## config.mk

```make
export PLATFORM = sky130hd
export DESIGN_NAME = eth_rx_addr_filter
export DESIGN_NICKNAME = d
export VERILOG_FILES = /design/src/rtl/eth_pkg.sv /design/src/rtl/eth_axis_out_reg.sv /design/src/rtl/eth_rx_addr_filter.sv
export SDC_FILE = /design/constraint.sdc
export NUM_CORES = 1
export LEC_CHECK = 0
export CORE_AREA = 2 2 151 190
export CTS_BUF_LIST = sky130_fd_sc_hd__clkbuf_4 sky130_fd_sc_hd__clkbuf_8 sky130_fd_sc_hd__clkbuf_16
export DETAILED_ROUTE_END_ITERATION = 12
export DIE_AREA = 0 0 153 192
export PLACE_DENSITY = 0.84
export SLEW_MARGIN = 10
export SYNTH_ARGS = -nofsm -noshare
export SYNTH_HDL_FRONTEND = slang
export SYNTH_SLANG_ARGS = --single-unit
```

## constraint.sdc

```tcl
create_clock -name clk -period 10.12 [get_ports clk]
set_input_delay 1.012 -clock clk [delete_from_list [all_inputs] [get_ports clk]]
set_output_delay 1.012 -clock clk [all_outputs]
set_load 0.02 [all_outputs]
```

## src/rtl/eth_pkg.sv

```systemverilog
// Shared types and helpers for the Ethernet RX address filter.
package eth_pkg;

    typedef enum logic [1:0] {
        HEAD  = 2'd0,
        PASS  = 2'd1,
        DROP  = 2'd2,
        TRUNC = 2'd3
    } rx_state_t;

    localparam logic [47:0] MAC_BCAST = 48'hFFFF_FFFF_FFFF;
    localparam int          MAC_BYTES = 6;

    localparam int NUM_CNT  = 5;
    localparam int CNT_OK   = 0;
    localparam int CNT_BAD  = 1;
    localparam int CNT_FILT = 2;
    localparam int CNT_RUNT = 3;
    localparam int CNT_OVSZ = 4;

    function automatic logic [3:0] keep_popcount(input logic [7:0] keep);
        logic [3:0] sum;
        sum = 4'd0;
        for (int i = 0; i < 8; i++) begin
            sum = sum + {3'd0, keep[i]};
        end
        return sum;
    endfunction

endpackage

```

## src/rtl/eth_axis_out_reg.sv

```systemverilog
// Registered AXI-Stream output slice: one beat of storage, full throughput
// when the consumer is ready every cycle.
module eth_axis_out_reg #(
    parameter int DATA_WIDTH = 64,
    parameter int KEEP_WIDTH = 8
) (
    input  logic                  clk,
    input  logic                  rst,
    input  logic [DATA_WIDTH-1:0] in_data,
    input  logic [KEEP_WIDTH-1:0] in_keep,
    input  logic                  in_valid,
    input  logic                  in_last,
    input  logic                  in_user,
    output logic                  in_ready,
    output logic [DATA_WIDTH-1:0] m_axis_tdata,
    output logic [KEEP_WIDTH-1:0] m_axis_tkeep,
    output logic                  m_axis_tvalid,
    output logic                  m_axis_tlast,
    output logic                  m_axis_tuser,
    input  logic                  m_axis_tready
);

    assign in_ready = !m_axis_tvalid || m_axis_tready;

    // Output beat register: load on accept, empty when the consumer takes it.
    always_ff @(posedge clk or posedge rst) begin
        if (rst) begin
            m_axis_tdata  <= {DATA_WIDTH{1'b0}};
            m_axis_tkeep  <= {KEEP_WIDTH{1'b0}};
            m_axis_tvalid <= 1'b0;
            m_axis_tlast  <= 1'b0;
            m_axis_tuser  <= 1'b0;
        end else if (in_valid && in_ready) begin
            m_axis_tdata  <= in_data;
            m_axis_tkeep  <= in_keep;
            m_axis_tvalid <= 1'b1;
            m_axis_tlast  <= in_last;
            m_axis_tuser  <= in_user;
        end else if (m_axis_tready) begin
            m_axis_tvalid <= 1'b0;
        end
    end

endmodule

```

## src/rtl/eth_rx_addr_filter.sv

```systemverilog
// RX destination-MAC filter with oversize truncation and saturating
// per-class frame statistics; one beat per cycle, 1-cycle latency.
module eth_rx_addr_filter
    import eth_pkg::*;
#(
    parameter int DATA_WIDTH    = 64,
    parameter int KEEP_WIDTH    = 8,
    parameter int MAX_FRAME_LEN = 1518,
    parameter int CNT_WIDTH     = 32
) (
    input  logic                  clk,
    input  logic                  rst,
    input  logic [DATA_WIDTH-1:0] s_axis_tdata,
    input  logic [KEEP_WIDTH-1:0] s_axis_tkeep,
    input  logic                  s_axis_tvalid,
    output logic                  s_axis_tready,
    input  logic                  s_axis_tlast,
    input  logic                  s_axis_tuser,
    output logic [DATA_WIDTH-1:0] m_axis_tdata,
    output logic [KEEP_WIDTH-1:0] m_axis_tkeep,
    output logic                  m_axis_tvalid,
    input  logic                  m_axis_tready,
    output logic                  m_axis_tlast,
    output logic                  m_axis_tuser,
    input  logic [47:0]           cfg_mac,
    input  logic                  cfg_promisc,
    input  logic                  cfg_bcast_en,
    input  logic                  cfg_mcast_en,
    input  logic                  stat_clear,
    output logic [CNT_WIDTH-1:0]  stat_rx_ok,
    output logic [CNT_WIDTH-1:0]  stat_rx_bad,
    output logic [CNT_WIDTH-1:0]  stat_rx_filt,
    output logic [CNT_WIDTH-1:0]  stat_rx_runt,
    output logic [CNT_WIDTH-1:0]  stat_rx_ovsz
);

    rx_state_t            state;
    rx_state_t            next_state;
    logic [15:0]          byte_cnt;
    logic [16:0]          new_cnt;
    logic [47:0]          dst;
    logic                 is_bcast;
    logic                 match;
    logic                 runt;
    logic                 oversize;
    logic                 beat;
    logic                 out_ready;
    logic                 fwd;
    logic                 out_last;
    logic                 out_user;
    logic [NUM_CNT-1:0]   inc;
    logic [CNT_WIDTH-1:0] cnt [NUM_CNT];

    assign s_axis_tready = ((state == DROP) || (state == TRUNC)) ? 1'b1 : out_ready;
    assign beat          = s_axis_tvalid && s_axis_tready;

    assign dst      = s_axis_tdata[47:0];
    assign is_bcast = (dst == MAC_BCAST);
    assign match    = cfg_promisc || (dst == cfg_mac) || (cfg_bcast_en && is_bcast) ||
                      (cfg_mcast_en && s_axis_tdata[0] && !is_bcast);
    assign runt     = s_axis_tlast && !s_axis_tkeep[MAC_BYTES-1];

    // The running count restarts with every first beat, so no explicit clear is needed.
    assign new_cnt  = ((state == HEAD) ? 17'd0 : {1'b0, byte_cnt}) +
                      {13'd0, keep_popcount(s_axis_tkeep)};
    assign oversize = (new_cnt > 17'(MAX_FRAME_LEN)) && !s_axis_tlast;

    // Per-beat decision: forward or discard, frame-end classification, next state.
    always_comb begin
        next_state = state;
        fwd        = 1'b0;
        out_last   = s_axis_tlast;
        out_user   = s_axis_tuser;
        inc        = {NUM_CNT{1'b0}};
        case (state)
            HEAD: begin
                if (!beat) begin
                    next_state = HEAD;
                end else if (runt) begin
                    inc[CNT_RUNT] = 1'b1;
                end else if (!match) begin
                    inc[CNT_FILT] = s_axis_tlast;
                    next_state    = s_axis_tlast ? HEAD : DROP;
                end else begin
                    fwd        = 1'b1;
                    next_state = s_axis_tlast ? HEAD : PASS;
                end
            end
            PASS: begin
                fwd        = beat;
                next_state = (beat && s_axis_tlast) ? HEAD : PASS;
            end
            DROP: begin
                inc[CNT_FILT] = beat && s_axis_tlast;
                next_state    = (beat && s_axis_tlast) ? HEAD : DROP;
            end
            TRUNC: begin
                next_state = (beat && s_axis_tlast) ? HEAD : TRUNC;
            end
            default: begin
                next_state = HEAD;
            end
        endcase

        if (fwd && oversize) begin
            out_last      = 1'b1;
            out_user      = 1'b1;
            inc[CNT_OVSZ] = 1'b1;
            next_state    = TRUNC;
        end else begin
            out_last = out_last;
        end

        if (fwd && out_last) begin
            inc[CNT_OK]  = !out_user;
            inc[CNT_BAD] = out_user;
        end else begin
            inc[CNT_OK] = 1'b0;
        end
    end

    // Frame state and running byte count advance only on accepted beats.
    always_ff @(posedge clk or posedge rst) begin
        if (rst) begin
            state    <= HEAD;
            byte_cnt <= 16'd0;
        end else if (beat) begin
            state    <= next_state;
            byte_cnt <= new_cnt[15:0];
        end
    end

    // Saturating statistics; a clear in the same cycle as an increment wins.
    always_ff @(posedge clk or posedge rst) begin
        if (rst) begin
            for (int i = 0; i < NUM_CNT; i++) begin
                cnt[i] <= {CNT_WIDTH{1'b0}};
            end
        end else if (stat_clear) begin
            for (int i = 0; i < NUM_CNT; i++) begin
                cnt[i] <= {CNT_WIDTH{1'b0}};
            end
        end else begin
            for (int i = 0; i < NUM_CNT; i++) begin
                if (inc[i] && (cnt[i] != {CNT_WIDTH{1'b1}})) begin
                    cnt[i] <= cnt[i] + {{(CNT_WIDTH-1){1'b0}}, 1'b1};
                end
            end
        end
    end

    assign stat_rx_ok   = cnt[CNT_OK];
    assign stat_rx_bad  = cnt[CNT_BAD];
    assign stat_rx_filt = cnt[CNT_FILT];
    assign stat_rx_runt = cnt[CNT_RUNT];
    assign stat_rx_ovsz = cnt[CNT_OVSZ];

    eth_axis_out_reg #(
        .DATA_WIDTH (DATA_WIDTH),
        .KEEP_WIDTH (KEEP_WIDTH)
    ) u_out_reg (
        .clk           (clk),
        .rst           (rst),
        .in_data       (s_axis_tdata),
        .in_keep       (s_axis_tkeep),
        .in_valid      (fwd),
        .in_last       (out_last),
        .in_user       (out_user),
        .in_ready      (out_ready),
        .m_axis_tdata  (m_axis_tdata),
        .m_axis_tkeep  (m_axis_tkeep),
        .m_axis_tvalid (m_axis_tvalid),
        .m_axis_tlast  (m_axis_tlast),
        .m_axis_tuser  (m_axis_tuser),
        .m_axis_tready (m_axis_tready)
    );

endmodule

```

== After elaboration in Yosys (flattened, before gate mapping) ==
Cells that the tools add are included.

* Flip-flop bits (word level): 253
* Bits in latches: 0
* Memory bits (read-only): 0
* Input bits: 130
* Output and inout bits: 236
* RAM bits: 0
* Word-level logic and storage cells: 104
* Memories kept: 0

* Reduce and logical (&&, ||, !) cells: 33
* Div/mod/pow operators: 0
* Equal/unequal tests: 11
* Shifts and indexed selects: 0
* Multipliers: 0
* Bitwise gates (word level): 0
* Add/subtract/negate cells: 13
* Multiplexer cells: 34
* Magnitude comparators: 1

{| class="wikitable"
|+ Operator list
! cell !! count
|-
| $add 32x1->32 const B || 5
|-
| $mux 160 || 1
|-
| $mux 32 || 5
|-
| $ne 32x32->1 const B || 5
|-
| $eq 48x48->1 || 1
|-
| $eq 48x48->1 const B || 1
|-
| $add 16x4->17 || 1
|-
| $gt 17x11->1 const B || 1
|-
| $mux 1 || 17
|-
| $add 4x1->4 || 4
|-
| $mux 16 || 1
|-
| $logic_and 1x1->1 || 15
|-
| $mux 2 || 7
|-
| $reduce_bool 2->1 || 6
|-
| $pmux 2 s4 || 1
|-
| $logic_not 1->1 || 5
|-
| $logic_or 1x1->1 || 5
|-
| $add 3x1->4 || 1
|-
| $eq 2x2->1 const B || 2
|-
| $pmux 1 s2 || 2
|-
| $add 2x1->3 || 1
|-
| $ne 3x2->1 const B || 1
|-
| $add 1x1->2 || 1
|-
| $eq 2x1->1 const B || 1
|-
| other kinds (2) || 2
|}

== Longest topological paths before layout ==
Gate-level depths: netlist (run 1).

* Depth after elaboration: 17
* Depth in mapped cells: 21

== By module ==
From an unflattened synthesis (run 1), not the netlist that was laid out.

* Cell total of the unflattened synthesis: 1,408
* Area total of the unflattened synthesis: 14,148.6 µm²

{| class="wikitable"
|+ By module, submodules not included
! module !! area each (µm²) !! instances !! cells each
|-
| eth_rx_addr_filter || 11,033.1 || 1 || 1,247
|-
| eth_axis_out_reg || 3,115.5 || 1 || 161
|}

== Least setup slack after synthesis (run 1) ==
Ideal clock, no wire load.

* Path type: input to register
* Start point: input s_axis_tkeep[0]
* End point: register cnt (netlist bit stat_rx_bad[21])
* Setup time: 128 ps
* Path slack: 4,402 ps
* Stages on the path: 18
* Required time: 9,992 ps
* Data arrival time: 5,590 ps
* Path buffers: 1
* Cells stage by stage: fa_1 > inv_1 > fa_1 > fa_1 > inv_1 > fa_1 > inv_1 > fa_1 > nand2b_1 > a211oi_2 > nand3_1 > xor2_1 > o221ai_1 > and4bb_2 > a21o_4 > buf_6 > nor4_1 > mux2_1

* Word-level cells in the longest chain between the ends: 16

{| class="wikitable"
|+ RTL lines
! item !! line !! source
|-
| start: declaration || eth_rx_addr_filter.sv:14 || <nowiki>input logic [KEEP_WIDTH-1:0] s_axis_tkeep,</nowiki>
|-
| $add 1x1->2 (*) || eth_pkg.sv:25 || <nowiki>sum = sum + {3'd0, keep[i]};</nowiki>
|-
| $add 2x1->3 (*) || eth_pkg.sv:25 ||
|-
| $add 3x1->4 (*) || eth_pkg.sv:25 ||
|-
| $add 4x1->4 (*) (4 in a row) || eth_pkg.sv:25 ||
|-
| $add 16x4->17 (*) || eth_rx_addr_filter.sv:64 || <nowiki>assign new_cnt = ((state == HEAD) ? 17'd0 : {1'b0, byte_cnt}) +</nowiki>
|-
| $gt 17x11->1 (*) || eth_rx_addr_filter.sv:66 || <nowiki>assign oversize = (new_cnt > 17'(MAX_FRAME_LEN)) && !s_axis_tlast;</nowiki>
|-
| $logic_and 1x1->1 (*) || eth_rx_addr_filter.sv:66 ||
|-
| $logic_and 1x1->1 (*) || eth_rx_addr_filter.sv:105 || <nowiki>if (fwd && oversize) begin</nowiki>
|-
| $mux 1 || eth_rx_addr_filter.sv:105 ||
|-
| $logic_and 1x1->1 || eth_rx_addr_filter.sv:114 || <nowiki>if (fwd && out_last) begin</nowiki>
|-
| $mux 1 (*) || eth_rx_addr_filter.sv:114 ||
|-
| $logic_and 1x1->1 (*) || eth_rx_addr_filter.sv:145 || <nowiki>if (inc[i] && (cnt[i] != {CNT_WIDTH{1'b1}})) begin</nowiki>
|-
| $reduce_bool 2->1 (no source line) (*) || n/a ||
|-
| end signal: indexed assignment || eth_rx_addr_filter.sv:137 || <nowiki>cnt[i] <= {CNT_WIDTH{1'b0}};</nowiki>
|-
| end signal: indexed assignment || eth_rx_addr_filter.sv:141 || <nowiki>cnt[i] <= {CNT_WIDTH{1'b0}};</nowiki>
|-
| end signal: indexed assignment || eth_rx_addr_filter.sv:146 || <nowiki>cnt[i] <= cnt[i] + {{(CNT_WIDTH-1){1'b0}}, 1'b1};</nowiki>
|-
| end: declaration || eth_rx_addr_filter.sv:52 || <nowiki>logic [CNT_WIDTH-1:0] cnt [NUM_CNT];</nowiki>
|}

Every way passes the cells marked *; elsewhere a longest branch is shown, timed or not.
A chain may end at the register's enable or synchronous reset.

== Worst setup path after layout (run 1) ==
* Start point: input s_axis_tkeep[0]
* End point: register cnt (netlist bit stat_rx_bad[27])

Same word-level chain as after synthesis.

==> flow_summary.yaml, run 1 <==
outcome:
  status: "complete, no violations"
timing:
  worst_slew_pin_slew_ns: 1.24
  drv_slew: 0
  tns_ns: 0
  finalCriticalPeriod_ns: 6.20
  rsz0062_at_grt: "false"
  finalCritPeriodShare: 0.613
  relSlewSlack: 0.172
  setup_viol: 0
  finalHoldViolCount: 0
  clock_skew_ns: 0.0118
  max_freq_mhz: 161
critical_path:
  crit_top_cell: "fa_1"
  cpLargestDelayFamily: "adder cells"
  critical_path_class: "in2reg"
  r2r_cells: 17
  cpPeakStageDelay_ns: 0.58
  cp.required_ns: 10.54
  cp-start-kind: "primary input"
  worst_setup_path_end_kind: "register"
  crit_cells: 18
  crit_chain: "clkdlybuf4s50_1 > fa_1 > inv_1 > fa_1 > fa_1 > inv_1 > fa_1 > inv_1 > fa_1 > nand2b_1 > a211oi_2 > nand3_1 > xor2_1 > o221ai_1 > and4bb_2 > a21o_4 > or3_1 > mux2_4"
  regToRegSetupSlack_ns: 4.46
  slowest_stage: "fa_1"
  arrival_ns: 6.62
  crit_buf_inv: 4
  cp_max_fo: 44
die:
  die_y_um: 192
  die_area_um2: 29400
  coreArea_um2: 27500
  rows: 68
  start_util: 0.485
  ioPinCount: 366
  die_x_um: 153
grt:
  grt.busiest_layer: "met2"
  grt_pass1_vias: 11800
  grt_use_total: 0.283
  use_met3: 0.0848
  met2_usage: 0.502
  grt_pass1_wl_um: 66500
  grtUsageMet1: 0.329
  grt_start_max_net_pins: 116
  overflow: 0
  antenna_found_initial: 10
job:
  max_cap_viol_count: 0
synth:
  yosysWarnings: 0
  synth-edff-count: 0
  syn_nets: 1488
  ys_seq_area_frac: 0.475
  synth_area_per_cell_um2: 9.92
  postSynthCellCount: 1342
  synth_flop_cell: "dfrtp_1"
  syn_area_um2: 13300
  ys_ff_latch: 253
  synth.distinct_cells: 72
  async_reset_ff_frac: 1.00
layout:
  drive_gt1_frac: 0.0858
  multi_input_area_um2: 6600
  design_area_um2: 18200
  seqCellArea_um2: 6330
  area_growth_pct: 36.8
  layout_commonest_cell: "clkdlybuf4s50_1"
  final_cell_mix: "clkdlybuf4s50_1, dfrtp_1, nor2_1, xor2_1, nand2_1"
  final_nets: 1829
  fillCellCount: 2114
place:
  dp_hpwl_um: 31800
  port_buffers: 365
  gp_congestion: 0.886
  placed_cell_area_um2: 17200
clock_tree:
  post-cts-setup-buffers: 0
  cts_root_buf: "clkbuf_16"
  cts_resized: 0
  cts_max_path_buffers: 3
  ctsHoldBuffers: 0
  clkLatencyLatePin_ns: 0.53
  cts_tree: "done"
  clk_pin_slew_ns: 0.06
  htree_levels: 1
  cts_buffers: 27
  clkSinkCount: 253
routing:
  drt-total-wl_um: 43300
  ant_nets: 0
  num_vias: 12000
  wire_per_inst_um: 21.0
  drt_pre_antenna_iters: 5
  viasPerCell: 5.84
  drc: 0
  drt_iter0_drc: 802
power_and_ir_drop:
  ir_drop_mv: 0.126
  p_leak_nw: 7.26
  powerDensity_nw_per_um2: 192
hold_path:
  hold_class: "reg2reg"
  min_path_cells: 2
[cells in the mapped netlist, drive strengths merged, types with 2 or more instances]
| cell type | number | area (um^2) |
|---|---|---|
| ha | 11 | 138 |
| o211ai | 5 | 37.5 |
| o221ai | 2 | 23.8 |
| o41ai | 4 | 35.0 |
| a22o | 2 | 17.5 |
| o2111ai | 2 | 17.5 |
| o31ai | 27 | 203 |
| nor2 | 139 | 522 |
| a21boi | 3 | 22.5 |
| clkbuf | 47 | 178 |
| nand3 | 62 | 310 |
| fa | 5 | 100 |
| nand2 | 89 | 334 |
| xor2 | 108 | 946 |
| mux2 | 76 | 860 |
| a21bo | 3 | 30.0 |
| or3b | 4 | 35.0 |
| a211oi | 6 | 50.1 |
| a21oi | 65 | 325 |
| inv | 37 | 139 |
| nor3 | 15 | 75.1 |
| and2 | 16 | 100 |
| o31a | 3 | 26.3 |
| or2 | 3 | 18.8 |
| xnor2 | 35 | 307 |
| o21a | 4 | 30.0 |
| or3 | 34 | 213 |
| nand3b | 3 | 22.5 |
| and4 | 18 | 158 |
| o21ai | 55 | 275 |
| nand2b | 4 | 25.0 |
| o21bai | 2 | 15.0 |
| a311o | 2 | 21.3 |
| and3 | 25 | 156 |
| o21ba | 3 | 30.0 |
| a2111oi | 3 | 52.6 |
| a31oi | 4 | 25.0 |
| nor2b | 9 | 56.3 |
| dfrtp | 253 | 6330 |
| mux2i | 7 | 70.1 |
| or4 | 27 | 203 |
| nor4 | 26 | 163 |
| a21o | 2 | 22.5 |
| nand4 | 66 | 413 |
| buf | 15 | 86.3 |
[routing by layer]
layer | part of all wire | vias to the layer above
met4 | 0.030 | 2
met2 | 0.51 | 518
met5 | 0.00030 | -
met1 | 0.37 | 5934
met3 | 0.092 | 68
li1 | - | 5508
[final timing paths]
path / start / to
hold reg to reg: u_out_reg.m_axis_tuser / u_out_reg.m_axis_tuser
min in group asynchronous: rst / u_out_reg.m_axis_tdata[12]
setup / recovery: s_axis_tkeep[0] / stat_rx_bad[27]
max in group asynchronous: rst / u_out_reg.m_axis_tdata[58]
setup reg to reg: state[0] / stat_rx_bad[27]
hold / removal: u_out_reg.m_axis_tuser / u_out_reg.m_axis_tuser
[area by class of cell]
class	instances	area share
timing repair buffer	374	0.204
tap	350	0.0240
multi-input combinational	990	0.362
clock inverter	10	0.0102
antenna	9	0.00124
clock buffer	37	0.0426
inverter	37	0.00804
sequential	253	0.348
[tightest hold or removal path, stage by stage (launching register included)]
cell and delay [ns]:
dfrtp_1 0.34, nand2_1 0.04, o21ai_0 0.06
[flip-flops by register name, indices dropped and copies added (netlist names)]
| register | flops |
|---|---|
| byte_cnt | 16 |
| stat_rx_bad | 32 |
| stat_rx_filt | 32 |
| stat_rx_ok | 32 |
| stat_rx_ovsz | 32 |
| stat_rx_runt | 32 |
| state | 2 |
| u_out_reg.m_axis_tdata | 64 |
| u_out_reg.m_axis_tkeep | 8 |
| u_out_reg.m_axis_tlast | 1 |
| u_out_reg.m_axis_tuser | 1 |
| u_out_reg.m_axis_tvalid | 1 |
[cell families after synthesis]
| logic type | synth area share |
|---|---|
| xor+xnor | 0.0941 |
| flops | 0.475 |
| simple gates | 0.214 |
| buf+inv | 0.0303 |
| compound gates | 0.0987 |
| fa+ha+maj | 0.0179 |
| mux | 0.0698 |
[stage by stage]
stage | hold WS, ns | util | instances | total power (W) | setup WS (ns)
3_3_place_gp | 0.454 | 0.627 | 2004 | 0.00241 | 3.49
2_1_floorplan | 0.442 | - | 1342 | 0.00191 | 2.15
3_5_place_dp | 0.467 | 0.627 | 2004 | 0.00243 | 3.37
4_1_cts | 0.481 | 0.662 | 2051 | 0.00351 | 3.94
5_1_grt | 0.509 | 0.662 | 2054 | 0.00363 | 3.58
6_report | 0.476 | 0.663 | 2060 | 0.00349 | 3.92
[report_power, final]
group / total [W] / internal (W) / switching (W)
Sequential: 0.00129 / 0.00118 / 0.000104
Combinational: 0.00113 / 0.000544 / 0.000587
Clock: 0.00107 / 0.000663 / 0.000411
Total: 0.00349 / 0.00239 / 0.00110
Note: power is estimated with default switching activity, not from simulation.
==> run 2: changes to the inputs <==
Clock period 10.12 ns to 5.8 ns, I/O delays scaled along.
==> run 2 against run 1 <==
  * Hold slack worse by 0.068 ns
  * Routed wire length up 0.53%
  * Global-route usage up 0.52 points
  * Final area up 0.46%
  * Clock skew up 0.0038 ns
  * Final cell count up 0.78%
  * Via count up 0.32%
  * Setup slack worse by 3.5 ns
  * Register-to-register slack worse by 3.9 ns
  * Critical path type unchanged
==> flow_summary.yaml, run 2 (synthesized netlist as in run 1, its figures left out) <==
critical_path:
  arrival_ns: 5.84
  cp.required_ns: 6.24
  critical_path_class: "in2reg"
  cp-start-kind: "primary input"
  cp_max_fo: 14
  worst_setup_path_end_kind: "register"
routing:
  wire_per_inst_um: 21.0
  num_vias: 12100
  drt_iter0_drc: 689
  drt-total-wl_um: 43500
  ant_nets: 0
  drc: 0
  drt_pre_antenna_iters: 4
  viasPerCell: 5.81
layout:
  final_nets: 1848
  layoutNonFillerInstCount: 2076
  fin_util: 0.666
  drive_gt1_frac: 0.0949
  fillCellCount: 2159
  layout_commonest_cell: "clkdlybuf4s50_1"
  top_register: "u_out_reg.m_axis_tdata"
  area_growth_pct: 37.4
  final_cell_mix: "clkdlybuf4s50_1, dfrtp_1, nor2_1, xor2_1, nand2_1"
  largest_reg_flops: 64
die:
  rows: 68
  coreArea_um2: 27500
  ioPinCount: 366
  die_y_um: 192
  die_x_um: 153
  start_util: 0.485
  die_area_um2: 29400
grt:
  antenna_found_initial: 10
  grt_start_max_net_pins: 113
  overflow: 0
  grt_pass1_vias: 12000
  grt_pass1_wl_um: 67700
  grt_use_total: 0.288
power_and_ir_drop:
  p_clk_frac: 0.287
  internal_power_w: 0.00406
  p_comb_frac: 0.339
  sw_frac_of_total: 0.321
  powerDensity_nw_per_um2: 327
  p_switching_w: 0.00192
  ir_drop_mv: 0.217
  p_leak_nw: 7.32
  seqPwrFrac: 0.375
place:
  dp_hpwl_um: 32600
  port_buffers: 365
  gp_congestion: 0.940
  placed_cells: 2023
timing:
  rsz0062_at_grt: "false"
  finalHoldViolCount: 0
  finalCritPeriodShare: 0.932
  drv_slew: 0
  worst_slew_pin_slew_ns: 1.13
  clock_skew_ns: 0.0156
  max_freq_mhz: 185
  setup_viol: 0
  hold_ws_ns: 0.408
  finalCriticalPeriod_ns: 5.41
  relSlewSlack: 0.248
clock_tree:
  ctsHoldBuffers: 0
  clkLatencyLatePin_ns: 0.53
  cts_buffers: 27
  cts_max_path_buffers: 3
  clk_pin_slew_ns: 0.06
  htree_levels: 1
  clkSinkCount: 253
  cts_resized: 0
  post-cts-setup-buffers: 0
  cts_root_buf: "clkbuf_16"
  cts_tree: "done"
hold_path:
  hold_class: "in2async"
job:
  max_cap_viol_count: 0
outcome:
  status: "complete, no violations"
==> run 2: cell types whose count changed in the layout (fill, tap and decap cells not counted), sizes merged <==
cell	before	now
buf	10	29
diode	9	8
clkbuf	37	41
inv	39	37
bufinv	5	1
==> run 2: path summary, 6_finish.rpt <==
check / start / to / slack (ns) / depth (start not counted)
max: s_axis_tkeep[0] / stat_rx_bad[16] / 0.39 / 20
max in group asynchronous: rst / stat_rx_ok[9] / 4.06 / 3
min in group clk: byte_cnt[1] / byte_cnt[1] / 0.47 / 2
min: rst / u_out_reg.m_axis_tdata[12] / 0.41 / 2
max reg2reg: state[1] / stat_rx_bad[16] / 0.59 / 19
min reg2reg: byte_cnt[1] / byte_cnt[1] / 0.47 / 2
==> run 2: cell type report <==
cell class	count	area, um^2	area share
multi-input cells	990	6600	0.360
flip-flops and latches	253	6330	0.346
repair buffers	393	3890	0.212
clock buffers	41	831	0.0454
well taps	350	438	0.0239
inverters	37	143	0.00780
clock inverters	4	52.6	0.00287
diodes	8	20.0	0.00109
==> run 2: power by group through the flow <==
stage	clock network (W)	registers, W	logic [W]
floorplan	0	0.00258	0.000750
global placement	0	0.00225	0.00199
detailed placement	0	0.00227	0.00202
CTS	0.00175	0.00224	0.00203
global route	0.00182	0.00228	0.00215
finish	0.00172	0.00224	0.00203
==> run 2: worst max-delay path, stage by stage <==
cell and delay [ns]:
clkdlybuf4s50_1 0.46, fa_1 0.60, inv_1 0.07, fa_1 0.53, fa_1 0.41, inv_1 0.08
fa_1 0.23, inv_1 0.07, fa_1 0.39, nand2b_1 0.22, a211oi_2 0.25, buf_4 0.19
nand3_1 0.12, mux2i_1 0.15, o221ai_1 0.09, and4bb_2 0.32, a21o_4 0.28, buf_4 0.18
or4_1 0.42, a21oi_1 0.18
==> run 2: per-layer routing <==
metal	global-route usage	share of wire	up-vias
met3	0.0880	0.091	88
met5	0	0.0014	-
met1	0.335	0.37	5966
li1	-	-	5551
met4	0.0965	0.037	10
met2	0.509	0.51	453
==> run 2: through the flow <==
| stage | worst slack [ns] | power (W) | setup TNS, ns | area [um^2] |
|---|---|---|---|---|
| 2_1_floorplan | 0.514 | 0.00333 | 0 | 13300 |
| 3_5_place_dp | -0.138 | 0.00430 | -2.13 | 17400 |
| 5_1_grt | 0.0779 | 0.00626 | 0 | 18300 |
| 3_3_place_gp | 0.0230 | 0.00424 | 0 | 17400 |
| 4_1_cts | 0.419 | 0.00602 | 0 | 18300 |
| 6_report | 0.394 | 0.00599 | 0 | 18300 |
